<file path="src/rtl/coin_collector.sv">
// coin_collector
//   Coin-intake front end for the vending datapath. A transaction latches a
//   price (in nickels), then accepts nickels, dimes and quarters one per
//   coin_valid cycle until the amount paid covers the price. Coins that cannot
//   be kept are returned, and a transaction with too many idle cycles aborts.
//
// Ports
//   clk          single clock, rising edge
//   rst_n        synchronous active-low reset
//   start        begin a transaction (honoured in IDLE only)
//   cost[3:0]    price in nickels, sampled with an accepted start
//   coin_valid   a coin is presented this cycle
//   coin_type    01 nickel, 10 dime, 11 quarter, 00 slug
//   coin_accept  registered pulse: presented coin was kept
//   coin_reject  registered pulse: presented coin was returned
//   cost_q[3:0]  latched price
//   paid[3:0]    accumulated payment in nickels
//   nickels, dimes, quarters  per-type tallies of kept coins (0..3)
//   busy         collecting coins
//   done         one-cycle pulse, payment covers the price
//   timeout      one-cycle pulse, transaction aborted on inactivity
//
// state   | meaning
// --------+----------------------------------------------------------
// IDLE    | waiting for start; paid/tallies/cost_q hold for downstream
// COLLECT | accepting coins, idle timer running
// DONE    | one cycle, paid >= cost_q; change is paid - cost_q
// ABORT   | one cycle, inactivity timeout; paid/tallies hold for refund

module coin_collector #(
  parameter int unsigned TIMEOUT_CYCLES = 16
) (
  input  logic       clk,
  input  logic       rst_n,
  input  logic       start,
  input  logic [3:0] cost,
  input  logic       coin_valid,
  input  logic [1:0] coin_type,
  output logic       coin_accept,
  output logic       coin_reject,
  output logic [3:0] cost_q,
  output logic [3:0] paid,
  output logic [1:0] nickels,
  output logic [1:0] dimes,
  output logic [1:0] quarters,
  output logic       busy,
  output logic       done,
  output logic       timeout
);

  typedef enum logic [1:0] {
    S_IDLE    = 2'd0,
    S_COLLECT = 2'd1,
    S_DONE    = 2'd2,
    S_ABORT   = 2'd3
  } state_t;

  localparam logic [7:0] TMR_LOAD = 8'(TIMEOUT_CYCLES);

  state_t     state;
  // Idle-cycle down-counter: reaching zero means TIMEOUT_CYCLES idle cycles
  // have already elapsed, so the next non-accepting cycle aborts.
  logic [7:0] tmr;

  logic [2:0] coin_val;
  logic [1:0] coin_tally;
  logic [4:0] paid_sum;
  logic       coin_ok;
  logic       accept_now;

  always_comb begin
    coin_val   = 3'd0;
    coin_tally = 2'd3;
    case (coin_type)
      2'b01: begin coin_val = 3'd1; coin_tally = nickels;  end
      2'b10: begin coin_val = 3'd2; coin_tally = dimes;    end
      2'b11: begin coin_val = 3'd5; coin_tally = quarters; end
      default: begin coin_val = 3'd0; coin_tally = 2'd3; end
    endcase
    // 5-bit sum so an overflow past 15 is visible rather than wrapping.
    paid_sum   = {1'b0, paid} + {2'b00, coin_val};
    coin_ok    = (coin_type != 2'b00) && (coin_tally != 2'd3) && (paid_sum <= 5'd15);
    accept_now = (state == S_COLLECT) && coin_valid && coin_ok;
  end

  always_ff @(posedge clk) begin
    if (!rst_n) begin
      state       <= S_IDLE;
      tmr         <= 8'd0;
      cost_q      <= 4'd0;
      paid        <= 4'd0;
      nickels     <= 2'd0;
      dimes       <= 2'd0;
      quarters    <= 2'd0;
      coin_accept <= 1'b0;
      coin_reject <= 1'b0;
    end else begin
      // Every presented coin gets exactly one verdict, whatever the state.
      coin_accept <= accept_now;
      coin_reject <= coin_valid && !accept_now;

      case (state)
        S_IDLE: begin
          if (start) begin
            cost_q   <= cost;
            paid     <= 4'd0;
            nickels  <= 2'd0;
            dimes    <= 2'd0;
            quarters <= 2'd0;
            tmr      <= TMR_LOAD;
            state    <= (cost == 4'd0) ? S_DONE : S_COLLECT;
          end
        end

        S_COLLECT: begin
          if (accept_now) begin
            paid <= paid_sum[3:0];
            case (coin_type)
              2'b01:   nickels  <= nickels + 2'd1;
              2'b10:   dimes    <= dimes + 2'd1;
              default: quarters <= quarters + 2'd1;
            endcase
            tmr <= TMR_LOAD;
            if (paid_sum >= {1'b0, cost_q}) begin
              state <= S_DONE;
            end
          end else if (tmr == 8'd0) begin
            // Rejected coins count as idle cycles too.
            state <= S_ABORT;
          end else begin
            tmr <= tmr - 8'd1;
          end
        end

        S_DONE:  state <= S_IDLE;
        S_ABORT: state <= S_IDLE;
        default: state <= S_IDLE;
      endcase
    end
  end

  assign busy    = (state == S_COLLECT);
  assign done    = (state == S_DONE);
  assign timeout = (state == S_ABORT);

endmodule
</file>
<file path="config.mk">
export PLATFORM = sky130hd
export DESIGN_NAME = coin_collector
export DESIGN_NICKNAME = d
export VERILOG_FILES = /design/src/rtl/coin_collector.sv
export SDC_FILE = /design/constraint.sdc
export NUM_CORES = 1
export LEC_CHECK = 0
export ABC_AREA = 0
export BUFFER_PORTS_ARGS = -buffer_cell sky130_fd_sc_hd__buf_2
export CAP_MARGIN = 5
export CORE_MARGIN = 5
export CORE_UTILIZATION = 50
export DETAILED_ROUTE_END_ITERATION = 8
export PLACE_DENSITY = 0.81
export SLEW_MARGIN = 25
export SYNTH_ARGS = -nofsm -noshare
export SYNTH_HDL_FRONTEND = slang
export SYNTH_SLANG_ARGS = --single-unit
</file>
<file path="constraint.sdc">
create_clock -name clk -period 6.8 [get_ports clk]
set_clock_uncertainty 0.05 [all_clocks]
set_input_delay 0.68 -clock clk [delete_from_list [all_inputs] [get_ports clk]]
set_output_delay 0.68 -clock clk [all_outputs]
set_load 0.01 [all_outputs]
</file>
==> impl_metrics.yaml, run 1 <==
global_routing:
  antenna_found_initial: 0
  grt_usage: 0.167
  grt_pass1_wl_um: 5760
  grt_max_degree: 20
  grt_pass1_vias: 1304
  overflow: 0
floorplanning:
  die_h_um: 65.2
  die_area_um2: 4250
  design.core.area_um2: 2980
  io_pins: 29
  initial_core_util: 0.512
  die_w_um: 65.2
  std_cell_rows: 20
clock_tree:
  clk_pin_slew_ns: 0.14
  cts_sinks: 26
  post_cts_buffers: 0
  cts_resized: 0
  cts_tree: "yes"
  clk_path_buf_depth: 2
  clock_tree.root_cell: "clkbuf_4"
  postCtsHoldBufs: 0
  htree_levels: 1
  cts-buffers-inserted: 3
  clock_latency_ns: 0.33
detailed_routing:
  drt_iter0_markers: 150
  drt-total-wl_um: 3420
  ant_nets: 0
  via_per_inst: 5.87
  vias: 1402
  wl_per_cell_um: 14.3
  drc: 0
  dr.pass1.iters: 4
placed_design:
  hpwl_um: 2630
  place_ws_ns: 3.50
  port_buffers: 28
  gp_congestion: 0.877
pwr:
  seq_power_share: 0.462
  clockPowerShare: 0.209
  p_leak_nw: 0.735
  combPwrFrac: 0.329
  p_switching_mw: 0.144
  vdd_drop_max_uv: 96.6
  power_density_nw_per_um2: 230
  power.internal_mw: 0.250
  power.share.switching: 0.365
synth:
  async_flop_share: 0
  yosysWarnings: 0
  synthCells: 179
  avgSynthCellArea_um2: 8.51
  synth_flop_cell: "dfxtp_1"
  ys_ff_latch: 26
  seq_area_frac_synth: 0.342
  synth_area_leaders: "dfxtp_1 34%, ha_1 12%, a21oi_1 5.9%, nand2_1 4.2%, nor2_1 3.7%"
  syn-num-nets: 205
  synth.distinct_cells: 48
  synth-edff-count: 0
  synth_top_area_frac: 0.342
  syn_area_um2: 1520
  synth_largest_area_cell: "dfxtp_1"
cells_and_area:
  final_layout_size_suffix_gt1_frac: 0.204
  regArea_um2: 520
  fillers: 271
  syn2layout_area_growth_pct: 12.5
  final_util: 0.576
  nets: 233
  multi_input_area_um2: 927
  n_antenna_cell: 0
timing:
  slew_violations: 0
  hold_viol: 0
  worstMarginPinSlew_ns: 0.671
  grt_setup_unrepaired: "false"
  setup_viol: 0
  post-route-period-util: 0.437
  final.setup.worst_slack_ns: 3.83
  final.setup.tns_ns: 0
  fmax_mhz: 337
  maxSlewHeadroom: 0.553
  period_minus_slack_ns: 2.97
critical_path:
  crit_type: "in -> reg"
  end_kind: "register"
  crit_top_cell: "nor2_1"
  cp_slowest_cell: "fa_1"
  path_cells: "buf_2, inv_1, ha_1, nor2_1, nor2_1, ha_1, fa_1, a21oi_1, o221a_2, nor2_1, a221o_1, a21oi_2"
  arrival_ns: 3.18
  cp_max_fo: 11
  required_ns: 7.01
  critical_path.max_stage_delay_ns: 0.41
  critPathLaunchType: "input port"
run_status:
  status: "completed"
hold_path:
  min_path_type: "reg -> reg"
job:
  maxCapViolations: 0
## path summary, 6_finish.rpt
| check | startpoint | endpoint | slack, ns | cells after the start |
|---|---|---|---|---|
| worst min register to register | cost_q[1] | cost_q[1] | 0.43 | 2 |
| worst max-delay path | coin_type[1] | tmr[4] | 3.83 | 12 |
| worst min-delay path | cost_q[1] | cost_q[1] | 0.43 | 2 |
| worst max register to register | paid[0] | tmr[4] | 4.41 | 7 |
## placed cells by master, fill, tap and decap left out, drive strengths merged, types with 2 or more instances in the layout
master	netlist	final
dfxtp	26	26
a222oi	2	2
nor2	16	16
nand2b	3	3
nor4	4	4
a31oi	2	2
clkbuf	3	4
inv	12	12
o221a	2	2
buf	2	28
o21ai	12	12
nand2	17	17
nand3b	2	2
nor3	5	5
and2	2	2
nand3	6	6
a32oi	2	2
a211oi	5	5
a21oi	19	19
ha	15	15
## metrics by stage
stage	instances	power, mW	hold WS [ns]	cell area, um^2
3_5_place_dp	235	0.314	0.417	1680
3_3_place_gp	235	0.311	0.413	1680
6_report	239	0.394	0.430	1710
2_1_floorplan	179	0.282	0.389	1520
4_1_cts	239	0.396	0.437	1710
5_1_grt	239	0.419	0.450	1710
## final cells by class
cell class,instances,share of cell area
repair buffers,28,0.0818
well taps,33,0.0241
flip-flops and latches,26,0.304
multi-input cells,135,0.541
clock buffers,4,0.0212
inverters,13,0.0285
## power groups by stage
stage	registers (mW)	clock network [mW]	logic, mW
2_1_floorplan	0.184	0	0.0976
3_3_place_gp	0.185	0	0.127
3_5_place_dp	0.185	0	0.129
4_1_cts	0.182	0.0842	0.130
5_1_grt	0.185	0.0898	0.145
6_report	0.182	0.0822	0.130
## cell usage after synthesis, types with 2 or more instances
cell	instances
a211oi_1	3
a211oi_2	2
a21oi_1	18
a222oi_1	2
a31oi_1	2
a32oi_1	2
and2_1	2
clkbuf_1	3
dfxtp_1	26
ha_1	15
inv_1	12
nand2_1	17
nand2b_1	3
nand3_1	6
nand3b_1	2
nor2_1	15
nor3_1	5
nor4_1	2
nor4_2	2
o21ai_0	11
o221a_2	2
## per-layer routing
layer	vias up	routed length, um	global-route usage
met5	-	0	0
met4	0	33	0.0466
met3	4	130	0.0205
met2	25	1670	0.291
met1	658	1580	0.216
li1	715	-	-
## cell families (layout without fill, tap and decap cells)
group           Yosys count  after routing  share of synthesized area
flops                    26             26                      0.342
xor+xnor                  2              2                     0.0115
simple gates             63             63                      0.215
fa+ha+maj                16             16                      0.136
buf+inv                  18             45                     0.0501
compound gates           54             54                      0.245
## sequential cells by signal (all words and copies together), names as in the netlist
name	flops
coin_accept	1
coin_reject	1
cost_q	4
dimes	2
nickels	2
paid	4
quarters	2
state	2
tmr	8
## worst max-delay path, delay by kind of cell
family	cells	cell delay (ns)
AOI/OAI and AO/OA	4	1.10
adders and majority gates	3	0.86
buffers and inverters	2	0.18
and+or+nand+nor	3	0.35
Note: power is estimated with default switching activity, not from simulation.
==> run 2, diff against run 1 <==
--- a/config.mk
+++ b/config.mk
@@ -5,7 +5,7 @@
 export SDC_FILE = /design/constraint.sdc
 export NUM_CORES = 1
 export LEC_CHECK = 0
-export ABC_AREA = 0
+export ABC_AREA = 1
 export BUFFER_PORTS_ARGS = -buffer_cell sky130_fd_sc_hd__buf_2
 export CAP_MARGIN = 5
 export CORE_MARGIN = 5
==> constraint.sdc (replaced) <==
create_clock -name clk -period 2.8 [get_ports clk]
set_clock_uncertainty 0.05 [all_clocks]
set_input_delay 0.28 -clock clk [delete_from_list [all_inputs] [get_ports clk]]
set_output_delay 0.28 -clock clk [all_outputs]
set_load 0.01 [all_outputs]
==> impl_metrics.yaml, run 2 <==
clock_tree:
  cts_resized: 0
  clock_latency_ns: 0.32
  postCtsHoldBufs: 0
  clock_tree.root_cell: "clkbuf_4"
  clk_path_buf_depth: 2
  clk_pin_slew_ns: 0.15
  cts_sinks: 26
  post_cts_buffers: 0
  cts-buffers-inserted: 3
  htree_levels: 1
  cts_tree: "yes"
hold_path:
  hold_depth: 3
  min_path_type: "in -> reg"
  whs_endpoint: "coin_reject"
  min_from: "coin_valid"
cells_and_area:
  final_common_cell: "nand2_1"
  fillers: 310
  final_layout_size_suffix_gt1_frac: 0.164
  multi_input_area_um2: 977
  regMostFlops: "tmr"
  regArea_um2: 520
  mostFrequentLayoutCells: "57 x nand2_1, 42 x nor2_1, 28 x buf_2"
  largest_register_ffs: 8
  biggestRegsByFlops: "tmr (8), cost_q (4), paid (4)"
  n_antenna_cell: 0
  syn2layout_area_growth_pct: 13.4
  final_util: 0.601
  nets: 296
critical_path:
  r2r-start: "paid[2]"
  required_ns: 2.99
  rr_endpoint: "state[0]"
  crit_type: "in -> reg"
  critPathLaunchType: "input port"
  r2r_cells: 11
  rrSetupSlack_ns: 0.68
  arrival_ns: 2.35
  end_kind: "register"
  cp_max_fo: 5
timing:
  fmax_mhz: 462
  slew_violations: 0
  grt_setup_unrepaired: "false"
  post-route-period-util: 0.772
  period_minus_slack_ns: 2.16
  setup_viol: 0
  final.setup.tns_ns: 0
  maxSlewHeadroom: 0.696
  hold_viol: 0
  worstMarginPinSlew_ns: 0.454
detailed_routing:
  ant_nets: 0
  vias: 1489
  via_per_inst: 4.76
  dr.pass1.iters: 4
  drt-total-wl_um: 3340
  drt_iter0_markers: 78
  wl_per_cell_um: 10.7
  drc: 0
pwr:
  power_density_nw_per_um2: 761
  combPwrFrac: 0.455
  p_leak_nw: 0.983
  seq_power_share: 0.361
  clockPowerShare: 0.184
  p_total_mw: 1.42
  vdd_drop_max_uv: 322
  power.internal_mw: 0.832
  power.share.switching: 0.413
  p_switching_mw: 0.587
floorplanning:
  die_area_um2: 4540
  die_w_um: 67.4
  die_h_um: 67.4
  std_cell_rows: 20
  io_pins: 29
  initial_core_util: 0.530
  design.core.area_um2: 3100
synth:
  synth_flop_cell: "dfxtp_1"
  syn_area_um2: 1650
  synth_top_area_frac: 0.316
  synth.distinct_cells: 29
  async_flop_share: 0
  synth_area_leaders: "dfxtp_1 32%, nand2_1 13%, ha_1 11%, nor2_1 9.6%, inv_1 6.2%"
  avgSynthCellArea_um2: 6.83
  yosys-top-cells-count: "57 x nand2_1, 42 x nor2_1, 27 x inv_1"
  seq_area_frac_synth: 0.316
  synth-edff-count: 0
  synth_largest_area_cell: "dfxtp_1"
  ys_ff_latch: 26
  synth_most_common_cell: "nand2_1"
  synthCells: 241
  syn-num-nets: 267
  yosysWarnings: 0
run_status:
  status: "completed"
global_routing:
  grt_pass1_vias: 1359
  antenna_found_initial: 0
  overflow: 0
  grt_usage: 0.166
  grt_max_degree: 20
  grt_pass1_wl_um: 5800
placed_design:
  gp_congestion: 0.856
  port_buffers: 28
  hpwl_um: 2630
job:
  maxCapViolations: 0
[run 2: logic make-up after synthesis]
group | after synthesis | synth area share
flip-flops | 26 | 0.316
adder cells (fa/ha/maj) | 16 | 0.126
XOR/XNOR | 7 | 0.0373
AND/OR/NAND/NOR | 125 | 0.330
AO/OA/AOI/OAI | 32 | 0.100
buffers and inverters | 35 | 0.0897
[run 2: final cells by class]
cell class | count | area share
clock buffers | 3 | 0.0121
well taps | 44 | 0.0295
clock inverters | 1 | 0.0161
repair buffers | 28 | 0.0751
flip-flops and latches | 26 | 0.279
multi-input cells | 180 | 0.524
inverters | 31 | 0.0644
[run 2: critical path, stage by stage]
cell and delay, ns:
buf_2 0.12, inv_1 0.06, ha_1 0.22, nor2_1 0.09, nor2_1 0.05, ha_1 0.20, fa_1 0.48, ha_1 0.30
nand2_1 0.05, nand2_1 0.06, nand2_1 0.05, nand2_1 0.05, nand2_1 0.04, nand2_1 0.06, nand3_1 0.09, nor2_1 0.11
nor2_1 0.05
[run 2: worst max path at each step]
stage / from / endpoint / slack (ns) / cells past startpoint
global placement: coin_type[1] / state[0] / 0.35 / 16
detailed placement: coin_type[1] / state[0] / 0.28 / 17
floorplan: coin_type[1] / state[0] / 0.58 / 15
global route: coin_type[1] / state[0] / 0.46 / 17
CTS: coin_type[1] / state[0] / 0.65 / 17
finish: coin_type[1] / state[0] / 0.64 / 17
[run 2: power by group through the flow]
stage	Clock (mW)	Sequential [mW]	Combinational, mW
6_report	0.261	0.512	0.646
5_1_grt	0.288	0.523	0.748
4_1_cts	0.267	0.511	0.649
3_5_place_dp	0	0.519	0.644
3_3_place_gp	0	0.516	0.626
2_1_floorplan	0	0.520	0.502
[run 2: layer usage]
metal | GRT usage | share of wire
met4 | 0.0532 | 0.013
met3 | 0.0300 | 0.052
met1 | 0.215 | 0.49
met2 | 0.280 | 0.44
met5 | 0 | 0
[run 2: per-stage QoR]
| stage | setup slack [ns] | cells | hold WS [ns] | area (um^2) |
|---|---|---|---|---|
| finish | 0.638 | 313 | 0.143 | 1870 |
| global route | 0.464 | 313 | 0.143 | 1870 |
| global placement | 0.351 | 309 | 0.419 | 1810 |
| CTS | 0.652 | 313 | 0.142 | 1870 |
| detailed placement | 0.284 | 309 | 0.428 | 1810 |
| floorplan | 0.576 | 241 | 0.370 | 1650 |
==> run 3, diff against run 2 <==
--- a/config.mk
+++ b/config.mk
@@ -11,7 +11,7 @@
 export CORE_MARGIN = 5
 export CORE_UTILIZATION = 50
 export DETAILED_ROUTE_END_ITERATION = 8
-export PLACE_DENSITY = 0.81
+export PLACE_DENSITY = 0.83
 export SLEW_MARGIN = 25
 export SYNTH_ARGS = -nofsm -noshare
 export SYNTH_HDL_FRONTEND = slang
==> constraint.sdc (replaced) <==
create_clock -name clk -period 1.9 [get_ports clk]
set_clock_uncertainty 0.05 [all_clocks]
set_input_delay 0.19 -clock clk [delete_from_list [all_inputs] [get_ports clk]]
set_output_delay 0.19 -clock clk [all_outputs]
set_load 0.01 [all_outputs]
==> impl_metrics.yaml, run 3 (same netlist as run 2, synthesis figures left out) <==
run_status:
  status: "complete, but fails checks"
  violations: "setup timing"
cells_and_area:
  final_layout_size_suffix_gt1_frac: 0.338
  final_common_cell: "nand2_1"
  biggestRegsByFlops: "tmr (8), cost_q (4), paid (4)"
  regMostFlops: "tmr"
  nets: 314
  regArea_um2: 527
  mostFrequentLayoutCells: "46 x nand2_1, 41 x nor2_1, 26 x buf_2"
  n_antenna_cell: 0
  largest_register_ffs: 8
  finalInstanceArea_um2: 2200
  fillers: 251
  syn2layout_area_growth_pct: 33.8
  multi_input_area_um2: 1140
pwr:
  combPwrFrac: 0.511
  power.internal_mw: 1.36
  power_density_nw_per_um2: 1070
  seq_power_share: 0.322
  p_switching_mw: 0.992
  p_leak_nw: 1.09
  clockPowerShare: 0.167
  vdd_drop_max_uv: 510
  power.share.switching: 0.421
floorplanning:
  initial_core_util: 0.530
  std_cell_rows: 20
  die_h_um: 67.4
  design.core.area_um2: 3100
  die_area_um2: 4540
  io_pins: 29
  die_w_um: 67.4
placed_design:
  port_buffers: 28
  gp_congestion: 0.827
  hpwl_um: 2900
  placedInstanceArea_um2: 2020
  place_ws_ns: -0.495
clock_tree:
  cts_tree: "yes"
  clk_pin_slew_ns: 0.15
  clock_latency_ns: 0.33
  clock_tree.root_cell: "clkbuf_4"
  htree_levels: 1
  cts_sinks: 26
  cts-buffers-inserted: 3
  clk_path_buf_depth: 2
timing:
  holdWs_ns: 0.0465
  maxSlewHeadroom: 0.670
  fmax_mhz: 489
  hold_viol: 0
  setup_viol: 17
  slew_violations: 0
  final.setup.worst_slack_ns: -0.144
  post-route-period-util: 1.08
  grt_setup_unrepaired: "true"
  worstMarginPinSlew_ns: 0.494
  period_minus_slack_ns: 2.04
global_routing:
  antenna_found_initial: 0
  grt_max_degree: 20
  overflow: 0
  grt_usage: 0.196
  grt_pass1_wl_um: 6850
  grt_pass1_vias: 1588
critical_path:
  end_kind: "register"
  arrival_ns: 2.24
  crit_type: "reg -> reg"
  critPathLaunchType: "register"
  cp_max_fo: 4
  required_ns: 2.10
hold_path:
  min_path_type: "in -> reg"
job:
  maxCapViolations: 0
detailed_routing:
  wl_per_cell_um: 12.6
  via_per_inst: 5.06
  drt_iter0_markers: 100
  drc: 0
  ant_nets: 0
  dr.pass1.iters: 4
  vias: 1676
  drt-total-wl_um: 4170
run 3: cell type report:
class | instances | area share
well taps | 44 | 0.0250
clock buffers | 3 | 0.0102
flip-flops and latches | 26 | 0.239
multi-input cells | 180 | 0.519
clock inverters | 1 | 0.0136
repair buffers | 46 | 0.132
inverters | 31 | 0.0602
run 3: critical path, cell delays in order, from the launching register on:
cell and delay, ns:
dfxtp_4 0.39, buf_6 0.11, fa_2 0.41, xor2_2 0.17, ha_1 0.31, nand2_1 0.07
nand2_1 0.07, nand2_1 0.07, nand2_1 0.08, nand3_2 0.08, nor2_1 0.10, nor2_1 0.05
run 3: path summary, 6_finish.rpt:
check,start,to,slack (ns),depth (start not counted)
max reg2reg,paid[1],state[0],-0.14,11
max,paid[1],state[0],-0.14,11
min,coin_valid,coin_reject,0.05,3
min reg2reg,cost_q[2],cost_q[2],0.46,2
run 3: metal layers:
metal / routed length (um) / track usage
met5: 0 / 0
met4: 64 / 0.0759
met3: 276 / 0.0333
met2: 2010 / 0.336
met1: 1820 / 0.242
run 3: repair_timing:
action / in CTS / in global routing
endpoints found under the hold margin: 0 / 0
buffers inserted: 1 / 1
setup endpoints to repair: 3 / 12
pin swaps: 7 / 2
hold buffers: 0 / 0
resized for setup: 14 / 21
run 3: metrics by stage:
stage | utilization | power, mW | setup TNS, ns | instances
2_1_floorplan | - | 1.55 | -0.235 | 241
3_3_place_gp | 0.650 | 1.80 | -6.12 | 325
3_5_place_dp | 0.650 | 1.83 | -7.10 | 325
4_1_cts | 0.688 | 2.26 | -0.0344 | 330
5_1_grt | 0.710 | 2.55 | -2.31 | 331
6_report | 0.710 | 2.35 | -0.870 | 331
run 3: power by group through the flow:
| stage | sequential, mW | combinational [mW] | clock [mW] |
|---|---|---|---|
| finish | 0.758 | 1.20 | 0.393 |
| global route | 0.772 | 1.36 | 0.421 |
| CTS | 0.753 | 1.11 | 0.398 |
| detailed placement | 0.759 | 1.07 | 0 |
| global placement | 0.756 | 1.04 | 0 |
| floorplan | 0.768 | 0.777 | 0 |
